`src/rtl/icache_refill_unit.sv`:
```
// Instruction-cache miss refill engine: issues one load per word of the missing block,
// gathers responses in any order, then writes the block to the icache in offset order.
module icache_refill_unit #(
    parameter int icache_tag_width_p           = 12,
    parameter int icache_entries_p             = 1024,
    parameter int icache_block_size_in_words_p = 4,
    localparam int pc_width_lp                 = icache_tag_width_p + $clog2(icache_entries_p),
    localparam int block_offset_width_lp       = (icache_block_size_in_words_p > 1) ? $clog2(icache_block_size_in_words_p) : 1,
    localparam int count_width_lp              = $clog2(icache_block_size_in_words_p + 1)
) (
    input  logic                             clk_i,
    input  logic                             reset_i,
    input  logic                             miss_v_i,
    input  logic [pc_width_lp-1:0]           miss_pc_i,
    output logic                             miss_ready_o,
    output logic                             req_v_o,
    output logic [pc_width_lp-1:0]           req_addr_o,
    input  logic                             req_ready_i,
    input  logic                             resp_v_i,
    input  logic [block_offset_width_lp-1:0] resp_offset_i,
    input  logic [31:0]                      resp_data_i,
    output logic                             icache_v_o,
    output logic [pc_width_lp-1:0]           icache_w_pc_o,
    output logic [31:0]                      icache_w_instr_o,
    output logic                             busy_o,
    output logic                             done_o,
    output logic                             resp_err_o
);
    localparam int B = icache_block_size_in_words_p;

    localparam logic [2:0] IDLE  = 3'd0;
    localparam logic [2:0] REQ   = 3'd1;
    localparam logic [2:0] WAIT  = 3'd2;
    localparam logic [2:0] DRAIN = 3'd3;
    localparam logic [2:0] DONE  = 3'd4;

    // Masks select only block-offset bits; for B=1 they are empty, so nothing is cleared or added.
    localparam logic [pc_width_lp-1:0]           off_mask_lp  = pc_width_lp'(B - 1);
    localparam logic [block_offset_width_lp-1:0] idx_mask_lp  = block_offset_width_lp'(B - 1);
    localparam logic [count_width_lp-1:0]        last_cnt_lp  = count_width_lp'(B - 1);

    logic [2:0]                state_q, state_d;
    logic [pc_width_lp-1:0]    base_q, base_d;
    logic [count_width_lp-1:0] req_cnt_q, req_cnt_d;
    logic [count_width_lp-1:0] drain_cnt_q, drain_cnt_d;
    logic [B-1:0]              word_v_q, word_v_d;
    logic [31:0]               buf_q [B];

    logic [block_offset_width_lp-1:0] resp_idx;
    logic [block_offset_width_lp-1:0] drain_idx;
    logic [pc_width_lp-1:0]           drain_addr;
    logic                             capture_window;
    logic                             resp_accept;

    assign resp_idx       = resp_offset_i & idx_mask_lp;
    assign capture_window = (state_q == REQ) || (state_q == WAIT);
    assign resp_accept    = resp_v_i && capture_window && !word_v_q[resp_idx];
    assign drain_addr     = base_q | (pc_width_lp'(drain_cnt_q) & off_mask_lp);
    assign drain_idx      = drain_addr[block_offset_width_lp-1:0] & idx_mask_lp;

    assign miss_ready_o     = (state_q == IDLE);
    assign busy_o           = (state_q != IDLE);
    assign req_v_o          = (state_q == REQ);
    assign req_addr_o       = base_q | (pc_width_lp'(req_cnt_q) & off_mask_lp);
    assign icache_v_o       = (state_q == DRAIN);
    assign icache_w_pc_o    = drain_addr;
    assign icache_w_instr_o = buf_q[drain_idx];
    assign done_o           = (state_q == DONE);
    assign resp_err_o       = resp_v_i && !resp_accept;

    always_comb begin
        state_d     = state_q;
        base_d      = base_q;
        req_cnt_d   = req_cnt_q;
        drain_cnt_d = drain_cnt_q;
        word_v_d    = word_v_q;
        if (resp_accept) begin
            word_v_d[resp_idx] = 1'b1;
        end
        case (state_q)
            IDLE: begin
                if (miss_v_i) begin
                    base_d      = miss_pc_i & ~off_mask_lp;
                    word_v_d    = '0;
                    req_cnt_d   = '0;
                    drain_cnt_d = '0;
                    state_d     = REQ;
                end
            end
            REQ: begin
                if (req_ready_i) begin
                    req_cnt_d = req_cnt_q + count_width_lp'(1);
                    if (req_cnt_q == last_cnt_lp) begin
                        state_d = WAIT;
                    end
                end
            end
            // Completion is judged on registered valid bits, so WAIT always lasts a cycle.
            WAIT: begin
                if (&word_v_q) begin
                    state_d = DRAIN;
                end
            end
            DRAIN: begin
                drain_cnt_d = drain_cnt_q + count_width_lp'(1);
                if (drain_cnt_q == last_cnt_lp) begin
                    state_d = DONE;
                end
            end
            DONE:    state_d = IDLE;
            default: state_d = IDLE;
        endcase
    end

    always_ff @(posedge clk_i or posedge reset_i) begin
        if (reset_i) begin
            state_q     <= IDLE;
            base_q      <= '0;
            req_cnt_q   <= '0;
            drain_cnt_q <= '0;
            word_v_q    <= '0;
        end else begin
            state_q     <= state_d;
            base_q      <= base_d;
            req_cnt_q   <= req_cnt_d;
            drain_cnt_q <= drain_cnt_d;
            word_v_q    <= word_v_d;
        end
    end

    // Data buffer carries no reset; valid bits alone decide what is live.
    always_ff @(posedge clk_i) begin
        if (resp_accept) begin
            buf_q[resp_idx] <= resp_data_i;
        end
    end
endmodule

```
`config.mk`:
```
export PLATFORM = sky130hd
export DESIGN_NAME = icache_refill_unit
export DESIGN_NICKNAME = d
export VERILOG_FILES = /design/src/rtl/icache_refill_unit.sv
export SDC_FILE = /design/constraint.sdc
export NUM_CORES = 1
export LEC_CHECK = 0
export CAP_MARGIN = 20
export CORE_UTILIZATION = 54
export CTS_CLUSTER_DIAMETER = 60
export DETAILED_ROUTE_END_ITERATION = 7
export GPL_ROUTABILITY_DRIVEN = 0
export PLACE_DENSITY = 0.85
export SLEW_MARGIN = 10
export SYNTH_ARGS = -nofsm -noshare
export SYNTH_HDL_FRONTEND = slang
export SYNTH_SLANG_ARGS = --single-unit
```
`constraint.sdc`:
```
create_clock -name clk_i -period 6.65 [get_ports clk_i]
set_clock_uncertainty 0.15 [all_clocks]
set_input_delay 0.9975 -clock clk_i [delete_from_list [all_inputs] [get_ports clk_i]]
set_output_delay 0.9975 -clock clk_i [all_outputs]
set_load 0.02 [all_outputs]
```
==> flow_summary.ini, run 1 <==
[pwr]
leakagePower_nw = 2.95
p_total_mw = 3.82
pwr-share-seq_pct = 37.3
swShare_pct = 30.6
p_int_mw = 2.65
peakVddDrop_mv = 0.347
power_frac_clock_pct = 25.9
p_sw_mw = 1.17
powerDensity_nw_per_um2 = 457
power_frac_comb_pct = 36.9

[logic_synthesis]
avgSynthCellArea_um2 = 20.2
yosysTopAreaCellShare_pct = 60.4
synth-seq-area-share_pct = 73.3
synthFlopType = edfxtp_1
syn_area_um2 = 6370
synthArstFlopShare_pct = 20.5
synth_common_cells = 128 x edfxtp_1, 33 x dfrtp_1, 32 x mux4_2
yosysUniqueCellTypes = 36
syn_nets = 380
synth_top_area_cell = edfxtp_1
synth_cells = 315
ys_ff_latch = 161
synth_area_leaders = edfxtp_1 60%, dfrtp_1 13%, mux4_2 11%
synth_most_common_cell = edfxtp_1
yosys_warnings = 0
synth-edff-count = 128

[worst_hold_path]
hold_depth = 1
min_from = req_cnt_q[2]$_DFFE_PP0P_
hp-class = reg2reg
hold-path-endpoint = req_cnt_q[2]$_DFFE_PP0P_

[setup_path]
worstSetupPathType = in2out
timing.critical_path.mode_cell = clkdlybuf4s50_1
r2r_slack_ns = 3.88
worstPathArrival_ns = 2.67
rr_startpoint = state_q[0]$_DFFE_PP0P_
worstPathRequired_ns = 5.50
path_max_fanout = 6
crit_slowest_cell = clkdlybuf4s50_1
start_kind = input port
slowest_delay_ns = 0.56
path_cells = clkdlybuf4s50_1, inv_1, a311o_1, o21a_1, clkdlybuf4s50_1
timing.rr.end = buf_q[0][10]$_DFFE_PP_
worst_setup_path_end_kind = output pin
reg2regPathDepth = 3

[detailed_routing]
routed_wirelength_mm = 11.9
vias_per_cell = 5.52
drtIter0Drc = 197
drtAntennaViolNets = 0
wire_per_inst_um = 19.8
drcViolationCount = 0
vias = 3302
firstDrtPassIters = 4

[placed_design]
dp_slack_ns = 2.86
hpwlAfterDp_mm = 7.49
place_inst = 566
io_buffers = 140

[clock_tree]
cts-hold-fix-buffers = 0
postCtsSetupRepairBufs = 0
h-tree-depth = 4
cts_root_buffer = clkbuf_16
post_cts_resized = 0
tritoncts = built
cts_max_path_buffers = 2
cts_num_sinks = 161
clk_latency_ns = 0.41
cts_buffers = 17
clk_pin_slew_ns = 0.05

[cells_and_area]
instances_no_fill = 598
num_antenna_cells = 0
final_nets = 507
multi_input_area_um2 = 1410
drive_above_1_share_pct = 20.4
seqCellArea_um2 = 4670
fillers = 656
syn2layout_area_growth_pct = 31.3

[sta]
setup_viol = 0
maxSlewViolCount = 0
worst_pin_slew_ns = 1.09
fin_crit_ns = 3.81
slew_headroom_pct = 27.3
fmax_mhz = 262
tns_ns = 0
rsz0062_at_grt = false
hold_viol_final = 0
setup_ws_ns = 2.84
fin_crit_sh_pct = 57.4

[floorplanning]
pin_count = 143
core-area_um2 = 11500
die_h_um = 111
dieWidth_um = 111
die_area_um2 = 12200
rows = 39
initial_utilization_pct = 55.5

[job]
maxCapViolations = 0

[global_routing]
grt_pass1_wl_mm = 18.7
grt_pass1_vias = 3561
grt_util_all_layers_pct = 20.4
antenna_found_initial = 0
grt_overflow = 0
grt_max_degree = 36

[run_status]
outcome = finished clean
[worst max path at each step]
| stage | slack [ns] | startpoint | endpoint |
|---|---|---|---|
| 2_1_floorplan | 1.70 | resp_offset_i[0] | buf_q[2][0]$_DFFE_PP_ |
| 3_5_place_dp | 2.86 | resp_offset_i[0] | resp_err_o |
| 3_3_place_gp | 2.88 | resp_offset_i[0] | resp_err_o |
| 5_1_grt | 2.68 | drain_cnt_q[0]$_DFFE_PP0P_ | icache_w_instr_o[2] |
| 4_1_cts | 2.76 | drain_cnt_q[0]$_DFFE_PP0P_ | icache_w_instr_o[2] |
| 6_report | 2.84 | resp_offset_i[0] | resp_err_o |
[worst max-delay path, delay by kind of cell]
family / cells / cell delay [ns]
buf+inv: 3 / 1.21
compound gates: 2 / 0.45
[logic make-up (layout without fill, tap and decap cells)]
group	count (synthesis)	count (layout)	share of synthesized area [%]
xor gates and xnor gates	1	1	0.138
adders and majority gates	4	4	0.786
AOI/OAI and AO/OA	21	21	2.36
and+or+nand+nor	25	25	2.48
DFF	161	161	73.3
buffers and inverters	49	189	4.99
muxes	54	54	15.9
[layout make-up]
cell class | instances | share of cell area, %
Tap cell | 143 | 2.14
Inverter | 11 | 0.494
Sequential cell | 161 | 55.9
Multi-Input combinational cell | 105 | 16.9
Clock buffer | 26 | 6.09
Clock inverter | 6 | 1.23
Timing Repair Buffer | 146 | 17.3
[per-stage QoR]
stage	area (um^2)	hold WS (ns)	utilization [%]
detailed placement	7750	0.347	67.6
CTS	8360	0.364	72.9
floorplan	6370	0.319	-
finish	8360	0.375	72.9
global placement	7750	0.332	67.6
global route	8360	0.379	72.9
[placed cells by master, fill, tap and decap left out, types with 2 or more instances in the layout]
cell type,instances
buf_4,6
nand2b_1,2
clkdlybuf4s50_1,140
mux2_4,13
clkbuf_1,4
nor4_1,2
nand3_1,4
mux2i_1,2
dfrtp_2,2
clkbuf_16,17
dfrtp_1,31
nand2_1,2
o21a_1,5
nor3_1,3
edfxtp_1,128
ha_1,4
mux4_2,32
bufinv_16,3
o21ai_0,7
mux2_2,7
inv_1,11
nor4_2,2
and2_1,2
clkinv_1,2
nor2b_4,2
a22o_1,3
clkbuf_8,5
[state kept, by name (all words and copies together), names as in the netlist]
| signal | flops |
|---|---|
| base_q | 20 |
| buf_q | 128 |
| word_v_q | 4 |
| drain_cnt_q | 3 |
| state_q | 3 |
| req_cnt_q | 3 |
[metal layers]
layer	up-vias	part of all wire, %	GRT usage (%)
li1	1480	-	-
met1	1693	39	24.4
met2	118	53	34.3
met3	11	6.9	7.52
met4	0	1.0	7.02
met5	-	0	0
[power by group through the flow]
stage          registers, mW  logic [mW]  clock network (mW)
4_1_cts                 1.43        1.43                1.00
3_5_place_dp            1.44        1.42                   0
5_1_grt                 1.45        1.49                1.05
3_3_place_gp            1.43        1.39                   0
6_report                1.42        1.41               0.988
2_1_floorplan           1.44       0.880                   0
Note: power is estimated with default switching activity, not from simulation.
==> run 2: changes to the inputs <==
--- a/config.mk
+++ b/config.mk
@@ -6,11 +6,11 @@
 export NUM_CORES = 1
 export LEC_CHECK = 0
 export CAP_MARGIN = 20
-export CORE_UTILIZATION = 54
+export CORE_UTILIZATION = 45
 export CTS_CLUSTER_DIAMETER = 60
 export DETAILED_ROUTE_END_ITERATION = 7
 export GPL_ROUTABILITY_DRIVEN = 0
-export PLACE_DENSITY = 0.85
+export PLACE_DENSITY = 0.75
 export SLEW_MARGIN = 10
 export SYNTH_ARGS = -nofsm -noshare
 export SYNTH_HDL_FRONTEND = slang
==> constraint.sdc (replaced) <==
create_clock -name clk_i -period 3.3 [get_ports clk_i]
set_clock_uncertainty 0.15 [all_clocks]
set_input_delay 0.495 -clock clk_i [delete_from_list [all_inputs] [get_ports clk_i]]
set_output_delay 0.495 -clock clk_i [all_outputs]
set_load 0.02 [all_outputs]
==> run 2 against run 1 <==
Net effect:
- global-route usage down 2.6 points
- first-iteration DRC count fell by 40%
- power increased by 100%
- sequential share of layout area decreased by 0.70 points
- cell count grew 7.5%
- routed wire length rose by 2.0%
- sequential cell count is the same
- critical path depth decreased by 1
- via count is 0.36% higher
- highest routed layer unchanged
==> flow_summary.ini, run 2 (synthesis gave the netlist of run 1 again) <==
[setup_path]
worstSetupPathType = reg2out
worstPathArrival_ns = 2.54
worstPathRequired_ns = 2.65
start_kind = flip-flop
path_max_fanout = 14
worst_setup_path_end_kind = output pin

[detailed_routing]
routed_wirelength_mm = 12.1
drtAntennaViolNets = 0
dr_wl_met3_um = 781
wl_met2_mm = 6.16
drcViolationCount = 0
maxUsedRoutingLayer = met4
drtIter0Drc = 119
wire_per_inst_um = 18.8
firstDrtPassIters = 4
routedLengthMet1_mm = 5.06
vias = 3314
vias_per_cell = 5.15

[sta]
worst_pin_slew_ns = 0.761
fin_crit_ns = 3.19
slew_headroom_pct = 48.9
setup_viol = 0
fmax_mhz = 314
tns_ns = 0
maxSlewViolCount = 0
fin_crit_sh_pct = 96.6
setup_ws_ns = 0.111
whs_ns = 0.306
rsz0062_at_grt = false
hold_viol_final = 0

[worst_hold_path]
hp-class = in2async

[pwr]
powerDensity_nw_per_um2 = 907
swShare_pct = 31.3
peakVddDrop_mv = 0.496
p_int_mw = 5.27
power_frac_comb_pct = 38.2
leakagePower_nw = 2.97
power_frac_clock_pct = 25.2
pwr-share-seq_pct = 36.6
p_sw_mw = 2.41

[cells_and_area]
largest_registers = buf_q (128), base_q (20), word_v_q (4)
syn2layout_area_growth_pct = 32.9
fillers = 1001
largest_reg_flops = 128
final_nets = 515
drive_above_1_share_pct = 22.5
layout_commonest_cell = clkdlybuf4s50_1
top_register = buf_q
final_area_um2 = 8470
most-common-layout-cells = 140 x clkdlybuf4s50_1, 128 x edfxtp_1, 32 x mux4_2
num_antenna_cells = 0

[global_routing]
grt_overflow = 0
grt_pass1_vias = 3601
antenna_found_initial = 0
grt_pass1_wl_mm = 18.9
grt_util_all_layers_pct = 17.8
grt_max_degree = 28

[placed_design]
hpwlAfterDp_mm = 7.91
dp_slack_ns = 0.518
io_buffers = 140
placed_area_um2 = 7870

[floorplanning]
pin_count = 143
initial_utilization_pct = 46.1
dieWidth_um = 121
rows = 43
die_area_um2 = 14600
die_h_um = 121
core-area_um2 = 13800

[clock_tree]
cts-hold-fix-buffers = 0
post_cts_resized = 0
clk_pin_slew_ns = 0.06
postCtsSetupRepairBufs = 0
h-tree-depth = 4
cts_buffers = 17
cts_max_path_buffers = 2
clk_latency_ns = 0.42
cts_num_sinks = 161
cts_root_buffer = clkbuf_16
tritoncts = built

[job]
maxCapViolations = 0

[run_status]
outcome = finished clean
## run 2: layer usage
| layer | vias up | track usage, % |
|---|---|---|
| li1 | 1499 | - |
| met1 | 1691 | 21.0 |
| met5 | - | 0 |
| met2 | 116 | 30.2 |
| met4 | 0 | 5.56 |
| met3 | 8 | 6.63 |
## run 2: layout make-up
type | instances | area, um^2 | share of cell area (%)
flip-flops and latches | 161 | 4670 | 55.2
repair buffers | 154 | 1510 | 17.8
multi-input cells | 105 | 1430 | 16.8
clock buffers | 23 | 488 | 5.76
well taps | 180 | 225 | 2.66
clock inverters | 9 | 106 | 1.26
inverters | 11 | 41.3 | 0.488
## run 2: critical path, cell delays in order, from the launching register on
cell	delay, ns
dfrtp_1	0.52
xnor2_1	0.67
a311o_1	0.20
o21a_1	0.12
clkdlybuf4s50_1	0.61
## run 2: metrics by stage
step / utilization, % / power [mW] / std cells
2_1_floorplan: - / 4.67 / 315
6_report: 61.2 / 7.68 / 643
4_1_cts: 61.2 / 7.76 / 643
5_1_grt: 61.2 / 8.01 / 643
3_3_place_gp: 56.9 / 5.76 / 611
3_5_place_dp: 56.9 / 5.81 / 611
## run 2: path summary, 6_finish.rpt
path	to	start	cells past startpoint	slack (ns)
setup / recovery	resp_err_o	state_q[0]$_DFFE_PP0P_	4	0.11
hold / removal	base_q[5]$_DFFE_PP0P_	reset_i	2	0.31
setup reg to reg	buf_q[0][20]$_DFFE_PP_	state_q[0]$_DFFE_PP0P_	4	0.89
hold reg to reg	drain_cnt_q[2]$_DFFE_PP0P_	drain_cnt_q[2]$_DFFE_PP0P_	2	0.36
max in group asynchronous	base_q[3]$_DFFE_PP0P_	reset_i	3	2.13
min in group clk_i	drain_cnt_q[2]$_DFFE_PP0P_	drain_cnt_q[2]$_DFFE_PP0P_	2	0.36
## run 2: power by group through the flow
stage	logic [mW]	registers [mW]	clock network, mW
3_5_place_dp	2.97	2.85	0
2_1_floorplan	1.78	2.89	0
5_1_grt	3.10	2.86	2.06
4_1_cts	2.97	2.82	1.97
6_report	2.93	2.81	1.93
3_3_place_gp	2.93	2.83	0
